===== src/rtl/count_sequencer.sv =====
// count_sequencer: controller for the seven-segment up/down digit counter.
// Runs the counter 0 -> MAX_VAL -> 0 after a start press, parks in HOLD,
// and relaunches an up or down run from the progressive/regressive buttons.
module count_sequencer #(
    parameter int TICK_DIV = 100000000,
    parameter int TICK_W   = 27,
    parameter int VAL_W    = 4,
    parameter int MAX_VAL  = 9
) (
    input  logic             clk_100MHz,
    input  logic             reset,
    input  logic             start,
    input  logic             progressive,
    input  logic             regressive,
    input  logic [VAL_W-1:0] cnt_value,
    output logic             cnt_step,
    output logic             cnt_forward,
    output logic             cnt_clear,
    output logic [1:0]       state,
    output logic             busy
);

    typedef enum logic [1:0] {
        IDLE = 2'd0,
        UP   = 2'd1,
        DOWN = 2'd2,
        HOLD = 2'd3
    } state_t;

    localparam logic [TICK_W-1:0] TICK_LAST = TICK_W'(TICK_DIV - 1);
    localparam logic [VAL_W-1:0]  TOP_VAL   = VAL_W'(MAX_VAL);

    // Button bit order: [0]=start, [1]=progressive, [2]=regressive.
    logic [2:0] pins;
    logic [2:0] sync1;
    logic [2:0] sync2;
    logic [2:0] prev;
    logic [2:0] evt;

    state_t            state_q;
    state_t            state_d;
    logic [TICK_W-1:0] presc_q;
    logic [TICK_W-1:0] presc_d;
    logic              tick;
    logic              step_d;
    logic              clear_d;
    logic              forward_d;
    logic              busy_d;

    assign pins = {regressive, progressive, start};
    assign evt  = sync2 & ~prev;

    // Two-flop synchroniser plus a history flop so a held button yields one rising-edge event.
    always_ff @(posedge clk_100MHz or posedge reset) begin
        if (reset) begin
            sync1 <= '0;
            sync2 <= '0;
            prev  <= '0;
        end else begin
            sync1 <= pins;
            sync2 <= sync1;
            prev  <= sync2;
        end
    end

    assign tick = ((state_q == UP) || (state_q == DOWN)) && (presc_q == TICK_LAST);

    // Next-state, prescaler and strobe decisions; start outranks everything, and any state change restarts pacing.
    always_comb begin
        state_d   = state_q;
        presc_d   = '0;
        step_d    = 1'b0;
        clear_d   = 1'b0;
        forward_d = cnt_forward;

        if ((state_q == UP) || (state_q == DOWN)) begin
            presc_d = tick ? '0 : presc_q + 1'b1;
        end

        if (evt[0]) begin
            state_d   = UP;
            clear_d   = 1'b1;
            forward_d = 1'b1;
            presc_d   = '0;
        end else begin
            case (state_q)
                UP: begin
                    if (tick) begin
                        if (cnt_value >= TOP_VAL) begin
                            state_d   = DOWN;
                            forward_d = 1'b0;
                        end else begin
                            step_d = 1'b1;
                        end
                    end
                end
                DOWN: begin
                    if (tick) begin
                        if (cnt_value == '0) begin
                            state_d = HOLD;
                        end else begin
                            step_d = 1'b1;
                        end
                    end
                end
                HOLD: begin
                    if (evt[1]) begin
                        state_d   = UP;
                        forward_d = 1'b1;
                    end else if (evt[2]) begin
                        state_d   = DOWN;
                        forward_d = 1'b0;
                    end
                end
                default: begin
                end
            endcase
        end

        if (state_d != state_q) begin
            presc_d = '0;
        end

        busy_d = (state_d == UP) || (state_d == DOWN);
    end

    // State, prescaler and all outputs are registered together so they change on the same edge.
    always_ff @(posedge clk_100MHz or posedge reset) begin
        if (reset) begin
            state_q     <= IDLE;
            presc_q     <= '0;
            cnt_step    <= 1'b0;
            cnt_clear   <= 1'b0;
            cnt_forward <= 1'b1;
            busy        <= 1'b0;
        end else begin
            state_q     <= state_d;
            presc_q     <= presc_d;
            cnt_step    <= step_d;
            cnt_clear   <= clear_d;
            cnt_forward <= forward_d;
            busy        <= busy_d;
        end
    end

    assign state = state_q;

endmodule


===== config.mk =====
export PLATFORM = sky130hd
export DESIGN_NAME = count_sequencer
export DESIGN_NICKNAME = d
export VERILOG_FILES = /design/src/rtl/count_sequencer.sv
export SDC_FILE = /design/constraint.sdc
export NUM_CORES = 1
export LEC_CHECK = 0
export ABC_AREA = 0
export CORE_UTILIZATION = 53
export CTS_CLUSTER_SIZE = 10
export DETAILED_ROUTE_END_ITERATION = 10
export PLACE_DENSITY_LB_ADDON = 0.15
export SETUP_SLACK_MARGIN = 0.15
export SLEW_MARGIN = 20
export SYNTH_ARGS = -nofsm -noshare
export SYNTH_HDL_FRONTEND = slang
export SYNTH_SLANG_ARGS = --single-unit

===== constraint.sdc =====
create_clock -name clk_100MHz -period 3.1 [get_ports clk_100MHz]
set_input_delay 0.31 -clock clk_100MHz [delete_from_list [all_inputs] [get_ports clk_100MHz]]
set_output_delay 0.31 -clock clk_100MHz [all_outputs]
set_load 0.02 [all_outputs]

## Word level (Yosys, flattened, before mapping)

Cells that the tools add are included.

| storage, ports and cells | value |
|---|---|
| flip-flop bits (word level) | 42 |
| latch bits | 0 |
| memory bits (writable) | 0 |
| memory bits (read-only) | 0 |
| input port bits | 9 |
| output and inout port bits | 6 |
| logic and storage cells | 54 |
| memories | 0 |

| operators by class | value |
|---|---|
| add/subtract/negate cells | 1 |
| multiply operators | 0 |
| divide/modulo/power cells | 0 |
| magnitude comparators | 1 |
| equal/unequal tests | 10 |
| shifts and indexed selects | 0 |
| multiplexer cells | 25 |
| bitwise operators | 2 |
| reductions and logical operators | 6 |

Operators by type and width:

| kind | count |
|---|---|
| 27-bit 2-to-1 mux | 4 |
| 27-bit by 1-bit adder with 27-bit output, second input constant | 1 |
| 27-bit equality test, second input constant | 1 |
| 2-bit 2-to-1 mux | 7 |
| 1-bit 2-to-1 mux | 11 |
| 2-bit equality test, second input constant | 3 |
| 2-bit case mux with 3 select lines | 1 |
| 2-bit by 1-bit equality test with 1-bit output, second input constant | 2 |
| 4-bit >= comparator, second input constant | 1 |
| 4-bit zero test | 1 |
| 4-bit inequality test, second input constant | 1 |
| 1-bit case mux with 2 select lines | 2 |
| 4-bit AND reduction | 1 |
| 3-bit bitwise AND | 1 |
| 3-bit by 2-bit inequality test with 1-bit output, second input constant | 1 |
| 3-bit inequality test, second input constant | 1 |
| 3-bit NOT | 1 |
| 3-bit nonzero test | 1 |
| 1-bit logical OR | 2 |
| 2-bit inequality test | 1 |
| 1-bit logical AND | 1 |

## Logic depth before layout (Yosys ltp)

Gate-level depths: netlist (run 1).

| logic depth | value |
|---|---|
| word-level depth | 8 |
| mapped depth | 8 |
| mapped depth without buffers | 7 |

## Worst setup path after synthesis (run 1)

OpenSTA, ideal clock, no wires.

| timing | value |
|---|---|
| path kind | register -> register |
| from | register state_q[1], in the netlist state[1] |
| to | register busy |
| setup time | 126 ps |
| data arrival time | 2,284 ps |
| required time | 2,974 ps |
| slack | 690 ps |
| cell stages (with the launch flop) | 8 |
| path buffers | 0 |
| clock period less this slack | 2,410 ps |
| cell sequence | dfrtp_1 > inv_1 > ha_1 > nor4b_1 > nand3_1 > o311a_1 > or4_4 > xnor2_1 |

| between the ends | value |
|---|---|
| longest elaborated chain between the ends | 8 |
| elaborated cells on any way between the ends | 16 |
| those cells by class | 5 x eq/ne; 8 x mux; 3 x reduce/logical |

Ends and longest elaborated chain:

| what | RTL line | source |
|---|---|---|
| start: declaration | 40 | `state_t state_q;` |
| start signal: assignment | 137 | `state_q <= state_d;` |
| 2-bit by 1-bit equality test with 1-bit output / 2-bit equality test (equally long branches) | 66, 86 |  |
| 1-bit logical OR | 66 | `assign tick = ((state_q == UP) \|\| (state_q == DOWN)) && (presc_q == TICK_LAST);` |
| 1-bit logical AND | 66 |  |
| 2-bit 2-to-1 mux (on tied branches) | 98, 88 |  |
| 2-bit case mux with 3 select lines (*) | 86 | `case (state_q)` |
| 2-bit 2-to-1 mux (*) | 80 | `if (evt[0]) begin` |
| via state_d[0] | 41 | `state_t state_d;` |
| 2-bit by 1-bit equality test with 1-bit output / 2-bit equality test (equally long branches) | 124 | `busy_d = (state_d == UP) \|\| (state_d == DOWN);` |
| 1-bit logical OR (*) | 124 |  |
| via busy_d | 48 | `logic busy_d;` |
| end signal: assignment | 142 | `busy <= busy_d;` |
| end: declaration | 20 | `output logic busy` |

The timed path passes the listed nets; every way through them passes the cells marked *.
A chain may end at the register's enable or synchronous reset.

## Final worst setup path (run 1)

| timing | value |
|---|---|
| from | register state_q[0], in the netlist state[0] |
| to | register busy |

Same word-level chain as after synthesis.

==> flow_metrics.tcl, run 1 <==
set metrics [dict create \
    cp.arrival_ps 2720 \
    synth_top_flop_cell "dfrtp_1" \
    initial_utilization_pct 56.2 \
    post_cts_buffers 0 \
    cts_buffer_depth 2 \
    die-area_mm2 0.00423 \
    crit_type "flip-flop to flip-flop" \
    cpLargestDelayFamily "simple AND/OR/NAND/NOR gates" \
    vias 1591 \
    min_from "sync1[1]" \
    nFillCells 344 \
    drc 0 \
    p_leak_nw 0.954 \
    fin_ws_ps 569 \
    drt-initial-drc-count 112 \
    cp_slowest_cell "or4_4" \
    ir_worst_vdd_mv 0.387 \
    rows 22 \
    mostFrequentLayoutCells "41 x dfrtp_1, 37 x nor3_1, 20 x xnor2_1" \
    post-route-period-util_pct 81.7 \
    crit_required_ps 3280 \
    power_density_mw_per_mm2 439 \
    rr_startpoint "state[0]" \
    globalplace.congestion 0.847 \
    synth.distinct_cells 41 \
    cts-root-buf "clkbuf_8" \
    dp_cells 265 \
    drive_above_1_share_pct 7.56 \
    async_reset_ff_share_pct 100 \
    coreArea_mm2 0.00374 \
    cp_max_fo 7 \
    dp_hpwl_um 2970 \
    cts_tree "built" \
    antenna_found_initial 0 \
    grt_max_degree 43 \
    syn_nets 221 \
    nNetsFinal 238 \
    numCtsBuffers 5 \
    cp-start-kind "flip-flop" \
    cap_violations 0 \
    first_pass_iters 4 \
    crit_start "state[0]" \
    syn-cell-area_mm2 0.00210 \
    clkSinkCount 42 \
    grt_usage_pct 24.0 \
    tightest_slew_ps 517 \
    ant_nets 0 \
    htree_levels 2 \
    layout.cells.non_filler 273 \
    outcome "complete, no violations" \
    final_max_slew_viol_count 0 \
    cts_resized 0 \
    grt_setup_unrepaired "false" \
    fin_worst_skew_ps 6.38 \
    mostFrequentLayoutCell "dfrtp_1" \
    timing.setup.tns_ps 0 \
    synth_cells 207 \
    p_total_mw 1.05 \
    avgSynthCellArea_um2 10.2 \
    post-place-ws_ps 608 \
    cpPeakStageDelay_ps 520 \
    grt_overflow_total 0 \
    port_buffers 14 \
    grt_pass1_vias 1683 \
    max_slew_margin_pct 65.5 \
    hold_class "flip-flop to flip-flop" \
    n_antenna_cell 0 \
    fmax_mhz 395 \
    drt-total-wl_um 4280 \
    crit_chain "inv_1 -> ha_1 -> nor4b_1 -> nand3_1 -> o311a_1 -> or4_4 -> xnor2_1" \
    yosysSeqAreaShare_pct 50.0 \
    multiInputGateArea_um2 978 \
    areaGrowthSynthToFinish_pct 13.3 \
    end_kind "flip-flop" \
    synth_edf_count 0 \
    cp.buffers_inverters 1 \
    wl_per_cell_um 15.7 \
    final-seq-area_mm2 0.00105 \
    hold_viol 0 \
    min_period_ps 2530 \
    io_pins 15 \
    synth-seq-cells 42 \
    clk_pin_slew_ps 90 \
    clkLatencyLatePin_ps 300 \
    synth_warnings 0 \
    routed_via_density 5.83 \
    die_h_um 65.0 \
    final-setup-viol-count 0 \
    dieWidth_um 65.0 \
    grt_pass1_wl_um 7730 \
    postCtsHoldBufs 0 \
]
stage by stage:
step | hold WS, ps | area (um^2) | util (%)
after CTS | 358 | 2380 | 63.7
final | 356 | 2380 | 63.7
after global placement | 332 | 2290 | 61.1
after global routing | 362 | 2380 | 63.7
after detailed placement | 336 | 2290 | 61.1
after floorplan | 331 | 2100 | -
per-layer routing:
layer | up-vias | wire length (um) | track usage (%)
li1 | 776 | - | -
met1 | 767 | 1890 | 29.6
met2 | 41 | 2150 | 41.0
met3 | 7 | 157 | 4.40
met4 | 0 | 80 | 10.3
met5 | - | 0 | 0
flip-flops by register name, summed over array words and instances (netlist names), 2 cells and up:
name,flops
sync2,3
prev,3
sync1,3
presc_q,27
state,2
where the power goes:
| group | internal, mW | total (mW) | leakage, nW | switching [mW] |
|---|---|---|---|---|
| combinational | 0.0344 | 0.0747 | 0.357 | 0.0403 |
| sequential | 0.572 | 0.593 | 0.546 | 0.0207 |
| clock | 0.168 | 0.379 | 0.0506 | 0.211 |
| total | 0.775 | 1.05 | 0.954 | 0.272 |
path summary, 6_finish.rpt:
kind	end	slack, ps	cells after the start
worst max-delay path	busy	570	7
worst min-delay path	sync2[1]	360	0
worst max register to register	busy	570	7
worst min register to register	sync2[1]	360	0
max in group asynchronous	cnt_forward	2300	3
min in group asynchronous	sync1[2]	430	3
synthesized netlist by cell type (2+ instances only):
library cell	number	area, um^2
inv_1	9	33.8
clkbuf_1	3	11.3
nor3_1	37	185
a2111oi_0	2	17.5
and3_1	2	12.5
o31ai_1	2	15.0
nand2b_1	3	18.8
nand2_1	12	45.0
buf_2	2	10.0
ha_1	5	62.6
o211ai_1	3	22.5
nand4_1	6	37.5
xnor2_1	20	175
nand3_1	12	60.1
nor2_1	10	37.5
and4_1	4	35.0
xor2_1	6	52.6
dfrtp_1	41	1030
a21oi_1	2	10.0
and3b_1	2	17.5
nor4_1	4	25.0
cells by family after synthesis:
family | synth area share [%]
compound gates | 5.83
xor+xnor | 10.8
fa+ha+maj | 2.97
buf+inv | 3.51
flops | 50.0
simple gates | 26.9
cell type report:
type | instances | share of cell area, %
Sequential cell | 42 | 44.1
Multi-Input combinational cell | 149 | 41.0
Timing Repair Buffer | 17 | 6.82
Clock buffer | 5 | 2.89
Tap cell | 48 | 2.52
Inverter | 9 | 1.42
Clock inverter | 3 | 1.21
(Power assumes the default switching activity.)
==> run 2: changes to the inputs <==
--- a/config.mk
+++ b/config.mk
@@ -6,7 +6,7 @@
 export NUM_CORES = 1
 export LEC_CHECK = 0
 export ABC_AREA = 0
-export CORE_UTILIZATION = 53
+export CORE_UTILIZATION = 52
 export CTS_CLUSTER_SIZE = 10
 export DETAILED_ROUTE_END_ITERATION = 10
 export PLACE_DENSITY_LB_ADDON = 0.15
==> constraint.sdc (replaced) <==
create_clock -name clk_100MHz -period 2.2 [get_ports clk_100MHz]
set_input_delay 0.22 -clock clk_100MHz [delete_from_list [all_inputs] [get_ports clk_100MHz]]
set_output_delay 0.22 -clock clk_100MHz [all_outputs]
set_load 0.02 [all_outputs]
==> flow_metrics.tcl, run 2 (synthesis results as in run 1) <==
set metrics [dict create \
    min_period_ps 2050 \
    final_max_slew_viol_count 0 \
    clk_pin_slew_ps 80 \
    grt_pass1_vias 1699 \
    power_frac_comb_pct 7.0 \
    reg2reg_depth 7 \
    cp.arrival_ps 2230 \
    max_slew_margin_pct 65.4 \
    coreArea_mm2 0.00377 \
    mostFrequentLayoutCell "dfrtp_1" \
    mostFrequentLayoutCells "39 x dfrtp_1, 27 x nor3_1, 20 x xnor2_1" \
    reg2reg_slack_ps 150 \
    ir_worst_vdd_mv 0.614 \
    rows 22 \
    drive_above_1_share_pct 18.5 \
    postCtsHoldBufs 0 \
    wl_per_cell_um 16.7 \
    cts_tree "built" \
    routed_via_density 6.08 \
    areaGrowthSynthToFinish_pct 24.3 \
    antenna_found_initial 0 \
    die-area_mm2 0.00431 \
    cts_buffer_depth 2 \
    multiInputGateArea_mm2 0.00108 \
    clkSinkCount 42 \
    clockPowerShare_pct 44.0 \
    crit_type "flip-flop to flip-flop" \
    r2r-end "busy" \
    globalplace.congestion 0.910 \
    crit_required_ps 2370 \
    final-setup-viol-count 0 \
    rr_startpoint "state[1]" \
    hold_class "primary input to async pin" \
    cts-root-buf "clkbuf_8" \
    drt-initial-drc-count 131 \
    end_kind "flip-flop" \
    ant_nets 0 \
    clkLatencyLatePin_ps 290 \
    die_h_um 65.6 \
    tightest_slew_ps 520 \
    nNetsFinal 245 \
    outcome "complete, no violations" \
    grt_setup_unrepaired "true" \
    holdWs_ps 349 \
    p_switching_mw 0.354 \
    drc 0 \
    fmax_mhz 487 \
    cap_violations 0 \
    first_pass_iters 4 \
    nFillCells 280 \
    dieWidth_um 65.6 \
    initial_utilization_pct 55.8 \
    cp_max_fo 5 \
    grt_max_degree 43 \
    grt_usage_pct 23.6 \
    htree_levels 2 \
    dp_hpwl_um 2960 \
    grt_pass1_wl_um 7680 \
    grt_overflow_total 0 \
    power_density_mw_per_mm2 650 \
    timing.setup.tns_ps 0 \
    largest_register_ff_count 27 \
    cellInternalPower_mw 1.35 \
    top_register "presc_q" \
    vias 1703 \
    seq_power_share_pct 49.1 \
    final-seq-area_mm2 0.00105 \
    io_pins 15 \
    n_antenna_cell 0 \
    p_leak_nw 1.07 \
    post-route-period-util_pct 93.3 \
    fin_worst_skew_ps 2.23 \
    port_buffers 14 \
    numCtsBuffers 5 \
    p_sw_share_pct 20.8 \
    hold_viol 0 \
    drt-total-wl_um 4670 \
    cp-start-kind "flip-flop" \
]
## run 2: critical path, cell delays in order, from the launching register on
cell     delay (ps)
dfrtp_2         370
inv_2            70
ha_4            270
nor4b_4         200
nand3_1         130
o311a_1         320
or4_4           430
xnor2_1         140
## run 2: cell type report
| cell class | count | share of cell area [%] |
|---|---|---|
| inverters | 9 | 1.29 |
| repair buffers | 24 | 9.52 |
| clock inverters | 2 | 2.30 |
| multi-input cells | 149 | 41.1 |
| flip-flops and latches | 42 | 40.3 |
| well taps | 48 | 2.30 |
| clock buffers | 6 | 3.16 |
## run 2: how the worst max path moves through the flow
stage | startpoint | slack, ps | cells past startpoint | endpoint
detailed placement | cnt_value[0] | 110 | 6 | busy
finish | state[1] | 150 | 7 | busy
global placement | cnt_value[0] | 150 | 6 | busy
global route | state[1] | 90 | 7 | busy
CTS | state[0] | 170 | 8 | presc_q[0]
floorplan | state[0] | 80 | 7 | busy
## run 2: power by group through the flow
stage	clock [mW]	combinational (mW)	sequential, mW
after floorplan	0	0.0661	0.843
after global placement	0	0.0999	0.844
after detailed placement	0	0.107	0.850
after CTS	0.763	0.108	0.834
after global routing	0.783	0.133	0.842
final	0.748	0.119	0.835
## run 2: stage by stage
step / worst slack (ps) / util, % / total power, mW / cell area (um^2) / std cells
after detailed placement: 105 / 62.8 / 0.957 / 2370 / 270
after global routing: 85.8 / 69.4 / 1.76 / 2620 / 280
after floorplan: 77.3 / - / 0.909 / 2130 / 207
after global placement: 147 / 62.8 / 0.944 / 2370 / 270
after CTS: 170 / 66.8 / 1.70 / 2520 / 279
final: 147 / 69.4 / 1.70 / 2620 / 280
## run 2: timing repair
action,CTS,global route
setup buffers,1,0
endpoints found under the setup margin,8,30
pin swaps,2,1
cloned,0,1
gates resized for setup,1,15
## run 2: per-layer routing
layer  global-route usage, %  up-vias  share of wire, %
met5                       0        -                 0
met4                    9.78        0               1.6
met3                    5.03        9               3.7
met2                    39.6       40                51
met1                    29.4      859                43
li1                        -      795                 -
==> run 3: changes to the inputs <==
--- a/config.mk
+++ b/config.mk
@@ -7,6 +7,7 @@
 export LEC_CHECK = 0
 export ABC_AREA = 0
 export CORE_UTILIZATION = 52
+export CTS_CLUSTER_DIAMETER = 200
 export CTS_CLUSTER_SIZE = 10
 export DETAILED_ROUTE_END_ITERATION = 10
 export PLACE_DENSITY_LB_ADDON = 0.15
==> results of run 3 <==
No change in the layout: final DEF, timing and power equal those of run 2.
